**src/rtl/net_msg_adapter_if.sv**
```systemverilog
// Client and network handshake bundle for one terminal port of the test network.
// slave is the adapter's view; master is the client/network environment's view.
interface net_msg_adapter_if #(
   parameter int p_payload_nbits   = 32,
   parameter int p_opaque_nbits    = 3,
   parameter int p_srcdest_nbits   = 3,
   parameter int p_max_outstanding = 4
) ();

   localparam int n = 2 * p_srcdest_nbits + p_opaque_nbits + p_payload_nbits;
   localparam int c = $clog2(p_max_outstanding + 1);

   logic                       req_val;
   logic                       req_rdy;
   logic [p_srcdest_nbits-1:0] req_dest;
   logic [p_payload_nbits-1:0] req_payload;

   logic                       net_out_val;
   logic                       net_out_rdy;
   logic [n-1:0]               net_out_msg;

   logic                       net_in_val;
   logic                       net_in_rdy;
   logic [n-1:0]               net_in_msg;

   logic                       resp_val;
   logic                       resp_rdy;
   logic [p_srcdest_nbits-1:0] resp_src;
   logic [p_opaque_nbits-1:0]  resp_opaque;
   logic [p_payload_nbits-1:0] resp_payload;

   logic [c-1:0]               outstanding;
   logic                       err;

   modport slave (
      input  req_val, req_dest, req_payload,
      output req_rdy,
      output net_out_val, net_out_msg,
      input  net_out_rdy,
      input  net_in_val, net_in_msg,
      output net_in_rdy,
      output resp_val, resp_src, resp_opaque, resp_payload,
      input  resp_rdy,
      output outstanding, err
   );

   modport master (
      output req_val, req_dest, req_payload,
      input  req_rdy,
      input  net_out_val, net_out_msg,
      output net_out_rdy,
      output net_in_val, net_in_msg,
      input  net_in_rdy,
      input  resp_val, resp_src, resp_opaque, resp_payload,
      output resp_rdy,
      input  outstanding, err
   );

endinterface

```
**src/rtl/net_msg_adapter.sv**
```systemverilog
// Network endpoint adapter: packs client requests into {dest,src,opaque,payload}
// messages with credit limiting, and unpacks returning messages to the client.
module net_msg_adapter #(
   parameter int p_payload_nbits   = 32,
   parameter int p_opaque_nbits    = 3,
   parameter int p_srcdest_nbits   = 3,
   parameter int p_src_id          = 0,
   parameter int p_max_outstanding = 4
) (
   input  logic                  clk,
   input  logic                  reset,
   net_msg_adapter_if.slave      bus
);

   localparam int P = p_payload_nbits;
   localparam int O = p_opaque_nbits;
   localparam int S = p_srcdest_nbits;
   localparam int N = 2 * S + O + P;
   localparam int C = $clog2(p_max_outstanding + 1);

   localparam logic [S-1:0] SRC_ID  = S'(p_src_id);
   localparam logic [C-1:0] MAX_CNT = C'(p_max_outstanding);

   // send path state
   logic         out_full;
   logic [N-1:0] out_msg;
   logic [O-1:0] tag;

   // receive path state
   logic         resp_full;
   logic [S-1:0] resp_src;
   logic [O-1:0] resp_opaque;
   logic [P-1:0] resp_payload;

   logic [C-1:0] count;
   logic         err_q;

   logic         req_rdy_w;
   logic         net_in_rdy_w;
   logic         req_fire;
   logic         out_fire;
   logic         in_fire;
   logic         resp_fire;
   logic         capture;
   logic         drop;

   logic [S-1:0] in_dest;
   logic [S-1:0] in_src;
   logic [O-1:0] in_opaque;
   logic [P-1:0] in_payload;

   assign in_dest    = bus.net_in_msg[N-1 -: S];
   assign in_src     = bus.net_in_msg[N-S-1 -: S];
   assign in_opaque  = bus.net_in_msg[P+O-1 -: O];
   assign in_payload = bus.net_in_msg[P-1:0];

   // Gating with reset keeps req_rdy low while reset is asserted.
   always_comb begin
      req_rdy_w    = reset && (count < MAX_CNT) && (!out_full || bus.net_out_rdy);
      net_in_rdy_w = !resp_full || bus.resp_rdy;
      req_fire     = bus.req_val && req_rdy_w;
      out_fire     = out_full && bus.net_out_rdy;
      in_fire      = bus.net_in_val && net_in_rdy_w;
      resp_fire    = resp_full && bus.resp_rdy;
      capture      = in_fire && (in_dest == SRC_ID) && (count != '0);
      drop         = in_fire && !capture;
   end

   always_ff @(posedge clk or negedge reset) begin
      if (!reset) begin
         out_full <= 1'b0;
         out_msg  <= '0;
         tag      <= '0;
      end else if (req_fire) begin
         out_full <= 1'b1;
         out_msg  <= {bus.req_dest, SRC_ID, tag, bus.req_payload};
         tag      <= tag + O'(1);
      end else if (out_fire) begin
         out_full <= 1'b0;
      end
   end

   always_ff @(posedge clk or negedge reset) begin
      if (!reset) begin
         resp_full    <= 1'b0;
         resp_src     <= '0;
         resp_opaque  <= '0;
         resp_payload <= '0;
      end else if (capture) begin
         resp_full    <= 1'b1;
         resp_src     <= in_src;
         resp_opaque  <= in_opaque;
         resp_payload <= in_payload;
      end else if (resp_fire) begin
         resp_full    <= 1'b0;
      end
   end

   // Simultaneous send and capture cancel out and leave the credit count alone.
   always_ff @(posedge clk or negedge reset) begin
      if (!reset) begin
         count <= '0;
      end else if (req_fire && !capture) begin
         count <= count + C'(1);
      end else if (capture && !req_fire) begin
         count <= count - C'(1);
      end
   end

   always_ff @(posedge clk or negedge reset) begin
      if (!reset) begin
         err_q <= 1'b0;
      end else if (drop) begin
         err_q <= 1'b1;
      end
   end

   assign bus.req_rdy      = req_rdy_w;
   assign bus.net_out_val  = out_full;
   assign bus.net_out_msg  = out_msg;
   assign bus.net_in_rdy   = net_in_rdy_w;
   assign bus.resp_val     = resp_full;
   assign bus.resp_src     = resp_src;
   assign bus.resp_opaque  = resp_opaque;
   assign bus.resp_payload = resp_payload;
   assign bus.outstanding  = count;
   assign bus.err          = err_q;

   a_credit_bound: assert property (@(posedge clk) disable iff (!reset)
      count <= MAX_CNT);

   a_out_held: assert property (@(posedge clk) disable iff (!reset)
      out_full && !bus.net_out_rdy |=> out_full && $stable(out_msg));

   a_resp_held: assert property (@(posedge clk) disable iff (!reset)
      resp_full && !bus.resp_rdy |=> resp_full && $stable({resp_src, resp_opaque, resp_payload}));

endmodule
```
**src/flat_wrapper.sv**
```systemverilog
// flat-port wrapper written by rule: the top's interface ports become plain ports
module net_msg_adapter_flat 
#(
   parameter int p_payload_nbits   = 32,
   parameter int p_opaque_nbits    = 3,
   parameter int p_srcdest_nbits   = 3,
   parameter int p_src_id          = 0,
   parameter int p_max_outstanding = 4
)
  (clk, reset, bus_req_val, bus_req_dest, bus_req_payload, bus_req_rdy, bus_net_out_val, bus_net_out_msg, bus_net_out_rdy, bus_net_in_val, bus_net_in_msg, bus_net_in_rdy, bus_resp_val, bus_resp_src, bus_resp_opaque, bus_resp_payload, bus_resp_rdy, bus_outstanding, bus_err);
  net_msg_adapter_if #(.p_payload_nbits(p_payload_nbits), .p_opaque_nbits(p_opaque_nbits), .p_srcdest_nbits(p_srcdest_nbits), .p_max_outstanding(p_max_outstanding)) bus_i ();
  input  logic clk;
  input  logic reset;
  input wire logic [$bits(bus_i.req_val)-1:0] bus_req_val;
  input wire logic [$bits(bus_i.req_dest)-1:0] bus_req_dest;
  input wire logic [$bits(bus_i.req_payload)-1:0] bus_req_payload;
  output wire logic [$bits(bus_i.req_rdy)-1:0] bus_req_rdy;
  output wire logic [$bits(bus_i.net_out_val)-1:0] bus_net_out_val;
  output wire logic [$bits(bus_i.net_out_msg)-1:0] bus_net_out_msg;
  input wire logic [$bits(bus_i.net_out_rdy)-1:0] bus_net_out_rdy;
  input wire logic [$bits(bus_i.net_in_val)-1:0] bus_net_in_val;
  input wire logic [$bits(bus_i.net_in_msg)-1:0] bus_net_in_msg;
  output wire logic [$bits(bus_i.net_in_rdy)-1:0] bus_net_in_rdy;
  output wire logic [$bits(bus_i.resp_val)-1:0] bus_resp_val;
  output wire logic [$bits(bus_i.resp_src)-1:0] bus_resp_src;
  output wire logic [$bits(bus_i.resp_opaque)-1:0] bus_resp_opaque;
  output wire logic [$bits(bus_i.resp_payload)-1:0] bus_resp_payload;
  input wire logic [$bits(bus_i.resp_rdy)-1:0] bus_resp_rdy;
  output wire logic [$bits(bus_i.outstanding)-1:0] bus_outstanding;
  output wire logic [$bits(bus_i.err)-1:0] bus_err;
  assign bus_i.req_val = bus_req_val;
  assign bus_i.req_dest = bus_req_dest;
  assign bus_i.req_payload = bus_req_payload;
  assign bus_req_rdy = bus_i.req_rdy;
  assign bus_net_out_val = bus_i.net_out_val;
  assign bus_net_out_msg = bus_i.net_out_msg;
  assign bus_i.net_out_rdy = bus_net_out_rdy;
  assign bus_i.net_in_val = bus_net_in_val;
  assign bus_i.net_in_msg = bus_net_in_msg;
  assign bus_net_in_rdy = bus_i.net_in_rdy;
  assign bus_resp_val = bus_i.resp_val;
  assign bus_resp_src = bus_i.resp_src;
  assign bus_resp_opaque = bus_i.resp_opaque;
  assign bus_resp_payload = bus_i.resp_payload;
  assign bus_i.resp_rdy = bus_resp_rdy;
  assign bus_outstanding = bus_i.outstanding;
  assign bus_err = bus_i.err;
  net_msg_adapter #(.p_payload_nbits(p_payload_nbits), .p_opaque_nbits(p_opaque_nbits), .p_srcdest_nbits(p_srcdest_nbits), .p_src_id(p_src_id), .p_max_outstanding(p_max_outstanding)) u_core (.clk(clk), .reset(reset), .bus(bus_i));
endmodule
```
**config.mk**
```make
export PLATFORM = sky130hd
export DESIGN_NAME = net_msg_adapter_flat
export DESIGN_NICKNAME = d
export VERILOG_FILES = /design/src/rtl/net_msg_adapter_if.sv /design/src/rtl/net_msg_adapter.sv /design/src/flat_wrapper.sv
export SDC_FILE = /design/constraint.sdc
export NUM_CORES = 1
export LEC_CHECK = 0
export ABC_AREA = 1
export CORE_ASPECT_RATIO = 1.25
export CORE_UTILIZATION = 37
export DETAILED_ROUTE_END_ITERATION = 12
export PLACE_DENSITY = 0.76
export SYNTH_ARGS = -nofsm -noshare
export SYNTH_HDL_FRONTEND = slang
export SYNTH_SLANG_ARGS = --single-unit
```
**constraint.sdc**
```tcl
create_clock -name clk -period 1.9 [get_ports clk]
set_clock_uncertainty 0.05 [all_clocks]
set_input_delay 0.19 -clock clk [delete_from_list [all_inputs] [get_ports clk]]
set_output_delay 0.19 -clock clk [all_outputs]
set_load 0.02 [all_outputs]
```
==> summary.md <==
| Metric | Value |
|---|---|
| CP arrival | approximately 2.0 ns |
| Cell variety after synth | 22 |
| Slew at the pin closest to its max-slew limit | just under 0.6 ns |
| Vias in the first global route | 3,122 |
| Type of element launching the critical path | flop |
| Full die area | roughly 0.01 sq mm |
| Fraction of synthesized cell area taken by the top area cell type | approximately 59% |
| Power density over the cells | 1550 mW/mm^2 |
| First-pass GRT wire length | ~15,000 um |
| Sum of internal, switching and leakage power | 0.00879 W |
| Clock sink count | 85 |
| Min Clock Period, post-route | 1.78 ns |
| Half-perimeter wire length of the detailed placement result | ~6400 um |
| Post-detailed-route via-to-cell ratio | between 4 and 5 |
| Number of buffers added on ports | roughly 170 |
| Result of the run | finished, final reports clean |
| Hold-critical path depth | 3 |
| Layout area overhead | 57.6% |
| Ports placed on the boundary | approximately 170 |
| GPL Wtd Cong | approximately 0.75 |
| Number of DRC markers in iteration 0 | roughly 110 |
| Antenna Violating Nets Remaining | 0 |
| Cells along the critical path | nor2_2 > nand2_2 > nand3_2 > ha_2 > inv_1 > fa_2 > nand2_1 > nand3_1 > xor2_1 |
| Net count of the finished layout | between 600 and 700 |
| Most area-consuming cells after synthesis | dfrtp_1, nand2_1, nand3_2 |
| Critical Path Slowest Stage Cell | dfrtp_2 |
| Largest net degree at the start of global routing | 46 |
| Die Span X | 90.3 um |
| Worst slack, placed | -0.101 ns |
| Diodes inserted | 0 |
| Synthesis Warnings | 0 |
| Gate count of the mapped netlist | a little under 400 |
| Clock-pin slew on the worst setup and hold paths | approximately 0.060 ns |
| Share of cells above drive strength 1 | 12.4% |
| Relative slew slack | 61.0% |
| Launching point of the worst reg2reg path | u_core.bus.outstanding[1]$_DFFE_PN0P_ |
| Leak | about 2.8 nW |
| Data required time of the critical path | between 2 and 2.5 ns |
| Placement row count | 39 |
| Syn_area_per_cell | about 9.4 sq um |
| RSZ-0062 raised after global routing | false |
| Destination of the worst hold path | u_core.bus.net_out_msg[6]$_DFFE_PN0P_ |
| Remaining global-route overflow | 0 |
| Dominant delay contributor by cell family on the critical path | adder cells |
| Sum of routed wire length over all layers | 8940 um |
| Number of fill cells in the layout | 792 |
| Final hold violation count | 0 |
| Setup slack, reg-to-reg | around 0.12 ns |
| Drt first pass iters | 4 |
| Min-delay worst type | input port to flop |
| Insertion delay of the later-clocked pin in the worst-skew pair | between 0.3 and 0.4 ns |
| Final period utilization | a little over nine tenths |
| Slew Limit Fails | 0 |
| Worst setup EP type | flop |
| Combined buffer and inverter count along the critical path | 1 |
| Die H | between 100 and 150 um |
| Hold path startpoint | bus_req_payload[6] |
| Mapped Area | approximately 0.0036 sq mm |
| F_max | roughly 560 MHz |
| Count of H-tree levels built during CTS | 3 |
| TritonCTS Buffers | 9 |
| Overall Global Routing Usage | 18.6% |
| Cell at the root of the clock tree | clkbuf_16 |
| R2R cell count | 9 |
| Post-detailed-route DRC marker count | 0 |
| Launch point of the worst path | u_core.bus.outstanding[1]$_DFFE_PN0P_ |
| Max clock buf depth | 2 |
| Critical path fanouts, max | 4 |
| Area of the core region | approximately 0.0093 sq mm |
| Mean routed wirelength per cell | ~13 um |
| Starting density of the core | 38.7% |
| Crit Reg-Reg Endpoint | u_core.bus.outstanding[2]$_DFFE_PN0P_ |
| Synth area leader | dfrtp_1 |
| Yosys reg bits | 85 |
| Category of the most critical setup path | flop to flop |
| Post-synthesis sequential area ratio | 58.9% |
| Peak supply drop | 0.000686 V |
| # setup viols final | 0 |
| Initial antenna violation count | 0 |
| Number of vias in the routed layout | 3,054 |
| CTS tree | built |
| Buffers inserted during post-CTS setup optimization | 0 |
| Worst Setup Slack, final | 0.121 ns |
| CP max stage delay | roughly 0.45 ns |
| Max-cap check violation count | 0 |
-- layout by cell type (no fill, tap or decap), types with 2 or more instances in the layout --
cell type,n
nand2_2,2
o21ai_1,3
nand3_1,19
inv_2,3
nor2_4,2
clkbuf_8,2
dfrtp_2,4
xnor2_1,3
dfrtp_1,81
conb_1,3
clkdlybuf4s50_1,163
nand2_4,2
buf_4,12
clkbuf_16,9
clkinvlp_4,2
nand2_1,201
clkinv_4,2
nand3_2,22
inv_1,11
-- area by class of cell --
cell class | count | area, sq um | share of cell area (%)
Clock buffer | 11 | 253 | 4.44
Clock inverter | 5 | 58.8 | 1.03
Inverter | 15 | 61.3 | 1.08
Multi-Input combinational cell | 264 | 1270 | 22.3
Sequential cell | 85 | 2130 | 37.5
Tap cell | 123 | 154 | 2.71
Timing Repair Buffer | 178 | 1760 | 31.0
-- sequential cells by signal, indices dropped and copies added, names as in the netlist --
signal                   flops
u_core.bus.resp_val          1
u_core.bus.net_out_val       1
u_core.bus.resp_src          3
u_core.tag                   3
u_core.bus.net_out_msg      38
u_core.bus.outstanding       3
u_core.bus.err               1
u_core.bus.resp_opaque       3
u_core.bus.resp_payload     32
-- worst register-to-register path, cell delays in order (launching register included) --
cell and delay, ns:
dfrtp_2 0.45, nor2_2 0.13, nand2_2 0.07, nand3_2 0.09
ha_2 0.18, inv_1 0.07, fa_2 0.35, nand2_1 0.08
nand3_1 0.08, xor2_1 0.14
-- synth_stat cells (all sizes together) --
cell type and instances:
xnor2 3, o21ai 3, dfrtp 85, nor2 4, inv 14, buf 23
xor2 1, ha 2, fa 1, clkinv 1, nand3 42, nand2 205
conb 1
-- metrics by stage --
stage | std cells | area, sq um | utilization (%) | hold WS (ns) | setup TNS (ns)
after floorplan | 387 | 3650 | - | -0.156 | 0
after global placement | 664 | 5370 | 57.6 | 0.274 | -0.0546
after detailed placement | 664 | 5370 | 57.6 | 0.285 | -0.177
after CTS | 681 | 5690 | 61.0 | 0.326 | 0
after global routing | 681 | 5690 | 61.0 | 0.344 | 0
final | 681 | 5690 | 61.0 | 0.335 | 0
-- timing repair --
item                                   CTS  global route
setup endpoints to repair                0             1
resized for setup                        0             1
endpoints found under the hold margin   44             0
hold buffers                             1             0
-- worst max-delay path by stage --
stage / end / slack (ns) / cells past startpoint
after floorplan: u_core.bus.outstanding[2]$_DFFE_PN0P_ / 0.006 / 10
after global placement: u_core.bus.outstanding[1]$_DFFE_PN0P_ / -0.03 / 10
after detailed placement: u_core.bus.outstanding[1]$_DFFE_PN0P_ / -0.10 / 10
after CTS: bus_req_rdy / 0.0006 / 5
after global routing: u_core.bus.outstanding[2]$_DFFE_PN0P_ / 0.01 / 10
final: u_core.bus.outstanding[2]$_DFFE_PN0P_ / 0.12 / 9
-- kinds of logic after synthesis --
kind of cell	Yosys count	synth area share (%)
DFF	85	58.9
and+or+nand+nor	251	31.5
adders and majority gates	3	1.25
AOI/OAI and AO/OA	3	0.416
buffers and inverters	38	6.83
xor gates and xnor gates	4	0.971
other	1	0.104
-- routing by layer --
| layer | GRT usage [%] | routed length (um) | up-vias |
|---|---|---|---|
| met5 | 0 | 0 | - |
| met2 | 32.0 | 4430 | 123 |
| met4 | 7.42 | 146 | 0 |
| li1 | - | - | 1510 |
| met3 | 5.96 | 708 | 12 |
| met1 | 21.4 | 3650 | 1409 |
-- report_power, final --
part	switching (W)	internal, W	total (W)
sequential	0.000451	0.00260	0.00305
clock	0.000693	0.00109	0.00178
combinational	0.00210	0.00186	0.00396
No activity file was read; power rests on OpenSTA's default activity.
